$ cat config.mk
export PLATFORM = sky130hd
export DESIGN_NAME = ball_collision_responder_flat
export DESIGN_NICKNAME = d
export VERILOG_FILES = /design/src/rtl/ball_collision_responder_pkg.sv /design/src/rtl/ball_collision_responder_if.sv /design/src/rtl/ball_collision_responder_vel_step.sv /design/src/rtl/ball_collision_responder.sv /design/src/flat_wrapper.sv
export SDC_FILE = /design/constraint.sdc
export NUM_CORES = 1
export LEC_CHECK = 0
export CAP_MARGIN = 20
export CELL_PAD_IN_SITES_DETAIL_PLACEMENT = 0
export CELL_PAD_IN_SITES_GLOBAL_PLACEMENT = 2
export CORE_MARGIN = 3
export CORE_UTILIZATION = 30
export DETAILED_ROUTE_END_ITERATION = 7
export MAX_ROUTING_LAYER = met4
export PLACE_DENSITY = 0.85
export SLEW_MARGIN = 5
export SYNTH_ARGS = -nofsm -noshare
export SYNTH_HDL_FRONTEND = slang
export SYNTH_SLANG_ARGS = --single-unit
$ cat constraint.sdc
create_clock -name clk -period 2.67 [get_ports clk]
set_input_delay 0.534 -clock clk [delete_from_list [all_inputs] [get_ports clk]]
set_output_delay 0.534 -clock clk [all_outputs]
set_load 0.01 [all_outputs]
$ cat src/rtl/ball_collision_responder_pkg.sv
// ball_pkg: shared sizes, wall encodings, velocity type and responder state enum
package ball_pkg;
  localparam int NUM_BALLS = 2;
  localparam int VEL_W = 11;
  localparam int BALL_ID_W = 4;
  localparam int IDX_W = $clog2(NUM_BALLS + 1);
  localparam logic [1:0] WALL_NONE = 2'b00;
  localparam logic [1:0] WALL_X = 2'b01;
  localparam logic [1:0] WALL_Y = 2'b10;
  localparam logic [1:0] WALL_CORNER = 2'b11;
  typedef logic signed [VEL_W-1:0] vel_t;
  typedef logic [IDX_W-1:0] idx_t;
  typedef enum logic [2:0] {IDLE, WALL, PAIR, FRIC, HOLE} resp_state_t;
  function automatic logic valid_id(input logic [BALL_ID_W-1:0] id);
    return id <= BALL_ID_W'(NUM_BALLS);
  endfunction
endpackage

$ cat src/rtl/ball_collision_responder_if.sv
// ball_collision_responder_if: collision events, cue shot and per-ball velocity outputs
interface ball_collision_responder_if;
  import ball_pkg::*;
  logic startOfFrame;
  logic [NUM_BALLS:0] balls_in_game;
  logic [NUM_BALLS:0] balls_collide;
  logic [1:0][BALL_ID_W-1:0] Balls_col_ID;
  logic [NUM_BALLS:0] ballwall_collide;
  logic [1:0] collided_wall;
  logic shot_valid;
  vel_t shot_vx;
  vel_t shot_vy;
  logic shot_ready;
  vel_t vx [NUM_BALLS+1];
  vel_t vy [NUM_BALLS+1];
  logic [NUM_BALLS:0] moving;
  logic busy;
  modport master (
    output startOfFrame, balls_in_game, balls_collide, Balls_col_ID, ballwall_collide,
           collided_wall, shot_valid, shot_vx, shot_vy,
    input  shot_ready, vx, vy, moving, busy
  );
  modport slave (
    input  startOfFrame, balls_in_game, balls_collide, Balls_col_ID, ballwall_collide,
           collided_wall, shot_valid, shot_vx, shot_vy,
    output shot_ready, vx, vy, moving, busy
  );
endinterface

$ cat src/rtl/ball_collision_responder_vel_step.sv
// vel_step: saturating negate (mode 0) or one step toward zero (mode 1) of a velocity
module vel_step import ball_pkg::*; (
  input  logic i_en,
  input  logic i_mode,
  input  vel_t i_v,
  output vel_t o_v
);
  localparam vel_t VMIN = vel_t'({1'b1, {(VEL_W-1){1'b0}}});
  vel_t w_neg, w_step;
  always_comb begin
    w_neg = (i_v == VMIN) ? ~VMIN : -i_v;
    w_step = (i_v == '0) ? i_v : i_v[VEL_W-1] ? i_v + vel_t'(1) : i_v - vel_t'(1);
    o_v = !i_en ? i_v : i_mode ? w_step : w_neg;
  end
endmodule

$ cat src/rtl/ball_collision_responder.sv
// ball_collision_responder: owns ball velocities, applies latched wall/pair/hole events each frame.
// Define FRICTION_EN to add a one-step decay toward zero every FRIC_DIV frames.
module ball_collision_responder import ball_pkg::*; #(
  parameter int WALL_COOLDOWN = 3
`ifdef FRICTION_EN
  , parameter int FRIC_DIV = 4
`endif
) (
  input logic clk,
  input logic resetN,
  ball_collision_responder_if.slave bus
);
  localparam int CD_W = $clog2(WALL_COOLDOWN + 1);
  localparam idx_t LAST = idx_t'(NUM_BALLS);
  resp_state_t r_state, w_next_state;
  idx_t r_idx, w_next_idx;
  vel_t r_vx [NUM_BALLS+1];
  vel_t r_vy [NUM_BALLS+1];
  logic [CD_W-1:0] r_cd [NUM_BALLS+1];
  logic [1:0] r_pend_wall [NUM_BALLS+1];
  logic [1:0] w_pend_next [NUM_BALLS+1];
  logic r_pair_v;
  idx_t r_pair_a, r_pair_b;
  logic [NUM_BALLS:0] r_moving;
  logic r_shot_ready, r_busy;
  logic w_last, w_pair_latch, w_shot, w_mode, w_refl, w_en_x, w_en_y, w_fric_tick;
  logic [BALL_ID_W-1:0] w_id0, w_id1;
  vel_t w_vx, w_vy;
`ifdef FRICTION_EN
  localparam int FC_W = $clog2(FRIC_DIV + 1);
  logic [FC_W-1:0] r_fric_cnt;
  assign w_fric_tick = r_fric_cnt == FC_W'(FRIC_DIV - 1);
  always_ff @(posedge clk or negedge resetN)
    if (!resetN) r_fric_cnt <= '0;
    else if (r_state == FRIC && w_last) r_fric_cnt <= w_fric_tick ? '0 : r_fric_cnt + 1'b1;
`else
  assign w_fric_tick = 1'b0;
`endif
  assign w_last = r_idx == LAST;
  always_comb begin
    w_next_state = r_state;
    w_next_idx = w_last ? '0 : r_idx + 1'b1;
    case (r_state)
      IDLE: begin
        w_next_state = bus.startOfFrame ? WALL : IDLE;
        w_next_idx = '0;
      end
      WALL: w_next_state = w_last ? PAIR : WALL;
      PAIR: begin
`ifdef FRICTION_EN
        w_next_state = FRIC;
`else
        w_next_state = HOLE;
`endif
        w_next_idx = '0;
      end
      FRIC: w_next_state = w_last ? HOLE : FRIC;
      HOLE: w_next_state = w_last ? IDLE : HOLE;
      default: w_next_state = IDLE;
    endcase
  end
  always_ff @(posedge clk or negedge resetN)
    if (!resetN) begin
      r_state <= IDLE;
      r_idx <= '0;
    end else begin
      r_state <= w_next_state;
      r_idx <= w_next_idx;
    end
  always_comb begin
    w_id0 = bus.Balls_col_ID[0];
    w_id1 = bus.Balls_col_ID[1];
    w_pair_latch = |bus.balls_collide && !r_pair_v && w_id0 != w_id1 && valid_id(w_id0) && valid_id(w_id1);
    w_shot = r_state == IDLE && bus.shot_valid && bus.balls_in_game[0] && !bus.startOfFrame;
    w_mode = r_state == FRIC;
    w_refl = r_state == WALL && r_pend_wall[r_idx] != WALL_NONE;
    w_en_x = w_mode ? w_fric_tick : r_state == WALL && |(r_pend_wall[r_idx] & WALL_X);
    w_en_y = w_mode ? w_fric_tick : r_state == WALL && |(r_pend_wall[r_idx] & WALL_Y);
    for (int i = 0; i <= NUM_BALLS; i++)
      // a reflecting or pocketed ball discards any wall event arriving in the same cycle
      w_pend_next[i] = (r_idx == idx_t'(i) && (w_refl || (r_state == HOLE && !bus.balls_in_game[i]))) ? WALL_NONE :
                       r_pend_wall[i] | ((bus.ballwall_collide[i] && r_cd[i] == '0) ? bus.collided_wall : WALL_NONE);
  end
  vel_step u_step_x (.i_en(w_en_x), .i_mode(w_mode), .i_v(r_vx[r_idx]), .o_v(w_vx));
  vel_step u_step_y (.i_en(w_en_y), .i_mode(w_mode), .i_v(r_vy[r_idx]), .o_v(w_vy));
  always_ff @(posedge clk or negedge resetN)
    if (!resetN) begin
      for (int i = 0; i <= NUM_BALLS; i++) begin
        r_vx[i] <= '0;
        r_vy[i] <= '0;
        r_cd[i] <= '0;
        r_pend_wall[i] <= WALL_NONE;
      end
      r_pair_v <= 1'b0;
      r_pair_a <= '0;
      r_pair_b <= '0;
      r_moving <= '0;
      r_shot_ready <= 1'b1;
      r_busy <= 1'b0;
    end else begin
      r_shot_ready <= w_next_state == IDLE;
      r_busy <= w_next_state != IDLE;
      for (int i = 0; i <= NUM_BALLS; i++) begin
        r_pend_wall[i] <= w_pend_next[i];
        r_moving[i] <= r_vx[i] != '0 || r_vy[i] != '0;
      end
      if (w_pair_latch) begin
        r_pair_v <= 1'b1;
        r_pair_a <= w_id0[IDX_W-1:0];
        r_pair_b <= w_id1[IDX_W-1:0];
      end else if (r_state == PAIR) r_pair_v <= 1'b0;
      case (r_state)
        IDLE: if (w_shot) begin
          r_vx[0] <= bus.shot_vx;
          r_vy[0] <= bus.shot_vy;
        end
        WALL: begin
          r_vx[r_idx] <= w_vx;
          r_vy[r_idx] <= w_vy;
          if (w_refl) r_cd[r_idx] <= CD_W'(WALL_COOLDOWN);
          else if (r_cd[r_idx] != '0) r_cd[r_idx] <= r_cd[r_idx] - 1'b1;
        end
        PAIR: if (r_pair_v) begin
          r_vx[r_pair_a] <= r_vx[r_pair_b];
          r_vy[r_pair_a] <= r_vy[r_pair_b];
          r_vx[r_pair_b] <= r_vx[r_pair_a];
          r_vy[r_pair_b] <= r_vy[r_pair_a];
        end
        FRIC: begin
          r_vx[r_idx] <= w_vx;
          r_vy[r_idx] <= w_vy;
        end
        HOLE: if (!bus.balls_in_game[r_idx]) begin
          r_vx[r_idx] <= '0;
          r_vy[r_idx] <= '0;
        end
        default: ;
      endcase
    end
  assign bus.vx = r_vx;
  assign bus.vy = r_vy;
  assign bus.moving = r_moving;
  assign bus.shot_ready = r_shot_ready;
  assign bus.busy = r_busy;
endmodule

$ cat src/flat_wrapper.sv
// flat-port wrapper written by rule: the top's interface ports become plain ports
module ball_collision_responder_flat import ball_pkg::*;
#(
  parameter int WALL_COOLDOWN = 3

)
  (clk, resetN, bus_startOfFrame, bus_balls_in_game, bus_balls_collide, bus_Balls_col_ID, bus_ballwall_collide, bus_collided_wall, bus_shot_valid, bus_shot_vx, bus_shot_vy, bus_shot_ready, bus_vx, bus_vy, bus_moving, bus_busy);
  ball_collision_responder_if bus_i ();
  input logic clk;
  input logic resetN;
  input wire logic [$bits(bus_i.startOfFrame)-1:0] bus_startOfFrame;
  input wire logic [$bits(bus_i.balls_in_game)-1:0] bus_balls_in_game;
  input wire logic [$bits(bus_i.balls_collide)-1:0] bus_balls_collide;
  input wire logic [$bits(bus_i.Balls_col_ID)-1:0] bus_Balls_col_ID;
  input wire logic [$bits(bus_i.ballwall_collide)-1:0] bus_ballwall_collide;
  input wire logic [$bits(bus_i.collided_wall)-1:0] bus_collided_wall;
  input wire logic [$bits(bus_i.shot_valid)-1:0] bus_shot_valid;
  input wire logic [$bits(bus_i.shot_vx)-1:0] bus_shot_vx;
  input wire logic [$bits(bus_i.shot_vy)-1:0] bus_shot_vy;
  output wire logic [$bits(bus_i.shot_ready)-1:0] bus_shot_ready;
  output wire logic [$bits(bus_i.vx)-1:0] bus_vx;
  output wire logic [$bits(bus_i.vy)-1:0] bus_vy;
  output wire logic [$bits(bus_i.moving)-1:0] bus_moving;
  output wire logic [$bits(bus_i.busy)-1:0] bus_busy;
  assign bus_i.startOfFrame = bus_startOfFrame;
  assign bus_i.balls_in_game = bus_balls_in_game;
  assign bus_i.balls_collide = bus_balls_collide;
  assign bus_i.Balls_col_ID = bus_Balls_col_ID;
  assign bus_i.ballwall_collide = bus_ballwall_collide;
  assign bus_i.collided_wall = bus_collided_wall;
  assign bus_i.shot_valid = bus_shot_valid;
  assign bus_i.shot_vx = bus_shot_vx;
  assign bus_i.shot_vy = bus_shot_vy;
  assign bus_shot_ready = bus_i.shot_ready;
  assign bus_vx = {>>{bus_i.vx}};
  assign bus_vy = {>>{bus_i.vy}};
  assign bus_moving = bus_i.moving;
  assign bus_busy = bus_i.busy;
  ball_collision_responder #(.WALL_COOLDOWN(WALL_COOLDOWN)) u_core (.clk(clk), .resetN(resetN), .bus(bus_i));
endmodule
Yosys cells after proc, flatten, opt, wreduce, memory -nomap -nowiden
Index checks and enable logic that the tools add are counted.
Widths: inputs -> output; s select.

word-level totals
  word-level logic and storage cells = 199
  input port bits = 45
  latch bits = 0
  flip-flop bits (word level) = 93
  output and inout port bits = 71
  memories kept = 0
  RAM bits = 0
  bits in read-only memories = 0

cells by class
  multiplexer cells = 80
  bitwise gates (word level) = 10
  magnitude comparators = 9
  $mul = 0
  eq/ne operators = 12
  shift-type cells = 0
  reduce and logical (&&, ||, !) cells = 60
  divide/modulo/power cells = 0
  $add $sub $neg = 8

operator list
  operator               count
  $mux 11                27
  $bwmux 33              6
  $bmux 11 s2            6
  $mux 33                4
  $pmux 22 s3            2
  $pmux 11 s4            2
  $and 33x33->33         2
  $demux 11 s2           3
  $reduce_bool 11->1     6
  $not 33->33            1
  $mux 2                 14
  $add 11x2->11 const B  2
  $eq 11x11->1 const B   2
  $logic_and 1x1->1      22
  $logic_not 11->1       2
  $neg 11->11            2
  $sub 11x2->11 const B  2
  $pmux 3 s5             1
  $mux 6                 2
  $ge 3x3->1 const B     3
  $lt 3x1->1 const B     3
  $not 2->3              3
  $bmux 2 s2             2
  $le 4x2->1 const B     2
  30 further kinds       58

Logic depth before layout (Yosys ltp)
  word-level depth = 11
  depth in mapped cells = 12
  gate-level depth less buffers = 8

Cells and area by module
A second synthesis with hierarchy kept.

unflattened totals
  cells, all modules = 1010
  area total of the unflattened synthesis = 8823.5 um^2

modules (own cells, without submodules)
  module                       seq. area each (um^2)  cells each  area each (um^2)  times used
  ball_collision_responder     2328.5                 747         7056.8            1
  vel_step at u_core.u_step_x  0.0                    133         883.3             1
  vel_step at u_core.u_step_y  0.0                    130         883.3             1

Worst setup path after synthesis
No wires, ideal clock.

  kind = reg2reg
  start = register u_core.r_idx[1]
  end = register u_core.r_vx (netlist bit u_core.bus.vx[16])
  buffers on the path = 4
  data required time = 2.580 ns
  library setup time = 0.090 ns
  period minus slack after synthesis = 2.877 ns
  cell stages (with the launch flop) = 13
  path slack = -0.207 ns
  arrival time = 2.787 ns
  path through = dfrtp_1 buf_6 buf_12 buf_6 mux2i_1 a2bb2oi_1 ha_1 o211ai_1 or4_1 clkbuf_1 o31ai_4 o221ai_1 o221ai_1

on the way
  word-level cells in the longest chain between the ends = 11
  elaborated cells between the ends (all ways) = 33
  those cells by class = add/sub (3); order compare (2); eq/ne (2); mux (19); bitwise (3); reduce/logical (4)

RTL lines
  what                                                   line                                                              source
  start, declared                                        ball_collision_responder.sv:16                                    idx_t r_idx, w_next_idx;
  start signal, assigned                                 ball_collision_responder.sv:68                                    r_idx <= w_next_idx;
  $not 2->3 (not written as such)                        -
  $bmux 11 s2                                            ball_collision_responder.sv:84                                    vel_step u_step_x (.i_en(w_en_x), .i_mode(w_mode), .i_v(r_vx[r_idx]), .o_v(w_vx));
  $mux 11 (not written as such) (2 in a row)             ball_collision_responder.sv:84
  $sub 11x2->11 / $add 11x2->11 (equally long branches)  ball_collision_responder_vel_step.sv:12                           w_step = (i_v == '0) ? i_v : i_v[VEL_W-1] ? i_v + vel_t'(1) : i_v - vel_t'(1);
  $mux 11 (2 in a row)                                   ball_collision_responder_vel_step.sv:12
  $mux 11 (2 in a row)                                   ball_collision_responder_vel_step.sv:13                           o_v = !i_en ? i_v : i_mode ? w_step : w_neg;
  $bwmux 33                                              ball_collision_responder.sv:118, ball_collision_responder.sv:130
  $pmux 22 s3                                            ball_collision_responder.sv:112                                   case (r_state)
  end signal, assigned by index                          ball_collision_responder.sv:118                                   r_vx[r_idx] <= w_vx;
  end signal, assigned by index                          ball_collision_responder.sv:124                                   r_vx[r_pair_a] <= r_vx[r_pair_b];
  end signal, assigned by index                          ball_collision_responder.sv:130                                   r_vx[r_idx] <= w_vx;
  end, declared                                          ball_collision_responder.sv:17                                    vel_t r_vx [NUM_BALLS+1];

Parallel ways exist; a longest one is shown, timed or not. The select of a mux whose other input is x is not followed.
A chain may end at the register's enable or synchronous reset.

Worst setup path after layout
  start = register u_core.r_idx[1]
  end = register u_core.r_vx (netlist bit u_core.bus.vx[18])

The elaborated chain is that of the path after synthesis.

==> results.ini <==
[grt]
grt-ovfl-total=0
grt_pass1_wl_um=62130
gr-usage-all-layers_pct=28.99
grt_pass1_vias=9425
antenna_found_initial=0
grt_max_degree=63

[timing]
finClkSkew_ps=13.67
relSlewSlack_pct=27.76
worstMarginPinSlew_ps=1080
rsz0062_at_grt=true
period_minus_slack_ps=2634
hold_violations=0
finalSetupViolCount=0
slew_viol_final=0
fin_crit_sh_pct=98.64
max_freq_ghz=0.3797
holdWs_ps=118.6
fin_ws_ps=36.31

[setup_path]
cp_data_required_time_ps=2920
cp_slowest_cell=dfrtp_2
crit_path_end_kind=flop
slowest_delay_ps=450
critPathLaunchType=flop
crit_buf_inv=3
cp_max_fo=7
cp.arrival_ps=2880
cp_cell_sequence=buf_12 -> buf_8 -> mux2i_2 -> a2bb2oi_2 -> inv_2 -> or4_4 -> or2_4 -> o311a_4 -> a221o_1
r2r_slack_ps=40
cp_top_family=compound AO/OA/AOI/OAI gates
crit_type=flop to flop
r2r_end=u_core.bus.vx[18]$_DFFE_PN0P_
r2r_start=u_core.r_idx[1]$_DFF_PN0_
rr_worst_depth=9

[status]
status=finished clean

[cts]
clock-sinks=93
root_buffer=clkbuf_16
ctsHoldBuffers=0
clk_pin_slew_ps=80
clk_latency_ps=360
cts.path.max_buffers=2
htree_levels=3
cts_tree=yes
numCtsBuffers=9

[synthesis]
yosysMostFrequentCell=dfrtp_1
ys_async_sr_fraction_pct=100.0
synth_area_leaders=dfrtp_1, mux2i_1, o21ai_0
ys.flop_type=dfrtp_1
yosysSeqAreaShare_pct=28.46
syn_area_um2=8182
synth_edf_count=0
yosysTopAreaCellShare_pct=28.14
synth_cells=993
avgSynthCellArea_um2=8.239
ys_top_cells_by_count=dfrtp_1, o21ai_0, nand2_1
syn_nets=1041
synth_cell_types=75
ys_ff_latch=93
yosysTopAreaCell=dfrtp_1
ys_warn_count=0

[place]
hpwl_um=31830
dp_slack_ps=-108.0
place_congestion=0.9683
dp_cells=1546
place_area_um2=10960
io_buffers=115

[floorplan]
start_util_pct=30.96
die-area_um2=29290
core-area_um2=26430
boundaryPins=116
row_count=59
fp.dieH_um=171.1
die_width_um=171.1

[run]
maxCapViolations=0

[layout]
nNetsFinal=1281
antenna_cells=0
drive_gt1_share_pct=23.67
stdcell_area_um2=11700
syn_to_final_growth_pct=43.00
finalNonFillerCells=1573

[route]
drtPass1Iterations=6
antenna_violating_nets_post_route=0
drt_iter0_drc=1287
wl_per_cell_um=26.86
vias_per_cell=6.373
num_vias=10024
drc_errors=0
wirelength_um=42240

[worst_hold_path]
hp-class=input port to asynchronous set/reset pin

-- layer usage --
metal	part of all wire (%)	wire (µm)	global-route usage, %	vias up
li1	-	-	-	4454
met1	44	18540	39.93	4915
met2	44	18600	42.85	581
met3	9.4	3979	6.978	74
met4	2.6	1119	7.313	0
met5	0	0	-	-
-- stage by stage --
step	util (%)	TNS [ps]
floorplan	-	-820.7
global placement	41.47	-102.1
detailed placement	41.47	-664.4
CTS	42.97	0
global route	44.27	-240.6
finish	44.27	0
-- cell type report --
class	count	area [µm²]
clock inverters	6	108.9
inverters	18	67.56
repair buffers	319	2845
fillers	2617	14730
flip-flops and latches	93	2333
well taps	335	419.2
multi-input cells	792	5687
clock buffers	10	239.0
-- repair_timing --
action | in CTS | in global routing
cloned | 0 | 1
buffers inserted | 0 | 10
gates resized for setup | 10 | 50
endpoints found under the setup margin | 15 | 47
pin swaps | 2 | 9
-- worst max path at each step --
stage	from	end	slack [ps]	cells after the start
floorplan	u_core.r_idx[1]$_DFF_PN0_	u_core.bus.vx[23]$_DFFE_PN0P_	-80	12
global placement	u_core.r_idx[1]$_DFF_PN0_	u_core.bus.vy[22]$_DFFE_PN0P_	-40	9
detailed placement	bus_balls_in_game[0]	u_core.bus.vx[30]$_DFFE_PN0P_	-110	8
CTS	u_core.r_idx[1]$_DFF_PN0_	u_core.bus.vy[22]$_DFFE_PN0P_	8	9
global route	u_core.r_idx[1]$_DFF_PN0_	u_core.bus.vy[9]$_DFFE_PN0P_	-60	10
finish	u_core.r_idx[1]$_DFF_PN0_	u_core.bus.vx[18]$_DFFE_PN0P_	40	9
-- kinds of logic (layout without fill, tap and decap cells) --
kind of cell / Yosys count / after routing / share of synthesized area [%]
and+or+nand+nor: 291 / 291 / 18.24
buffers and inverters: 108 / 353 / 5.597
muxes: 67 / 67 / 8.258
AOI/OAI and AO/OA: 427 / 427 / 38.55
DFF: 93 / 93 / 28.46
xor gates and xnor gates: 4 / 4 / 0.4282
adders and majority gates: 3 / 3 / 0.4588
-- registers in the layout (all words and copies together), names as in the netlist, 2 cells and up --
| signal | count |
|---|---|
| u_core.bus.vx | 33 |
| u_core.r_idx | 2 |
| u_core.bus.vy | 33 |
| u_core.r_pend_wall | 6 |
| u_core.bus.moving | 3 |
| u_core.r_pair_b | 2 |
| u_core.r_pair_a | 2 |
| u_core.r_cd | 6 |
| u_core.r_state | 3 |
-- worst register-to-register path, cell delays in order, from the launching register on --
cell	delay, ps
dfrtp_2	450
buf_12	160
buf_8	130
mux2i_2	180
a2bb2oi_2	220
inv_2	50
or4_4	440
or2_4	250
o311a_4	320
a221o_1	310
-- cells in the final DEF, fill, tap and decap left out, types with 11 or more instances in the layout --
cell               n
buf_4            189
clkdlybuf4s50_1  114
dfrtp_1           88
nand2_1           81
o21ai_0           78
nor2_1            65
mux2i_1           56
a21oi_1           54
o2bb2ai_1         37
o221ai_1          36
a221oi_1          35
o211ai_1          28
nor3_1            23
inv_1             16
nor4_1            15
nand2b_1          14
a22oi_1           14
or3_1             14
a221o_1           14
nor2b_1           12
nand3_1           11
Power is left out: the tool's default activity adds up to more than one toggle a clock period on the data nets, which glitch-free logic cannot reach.
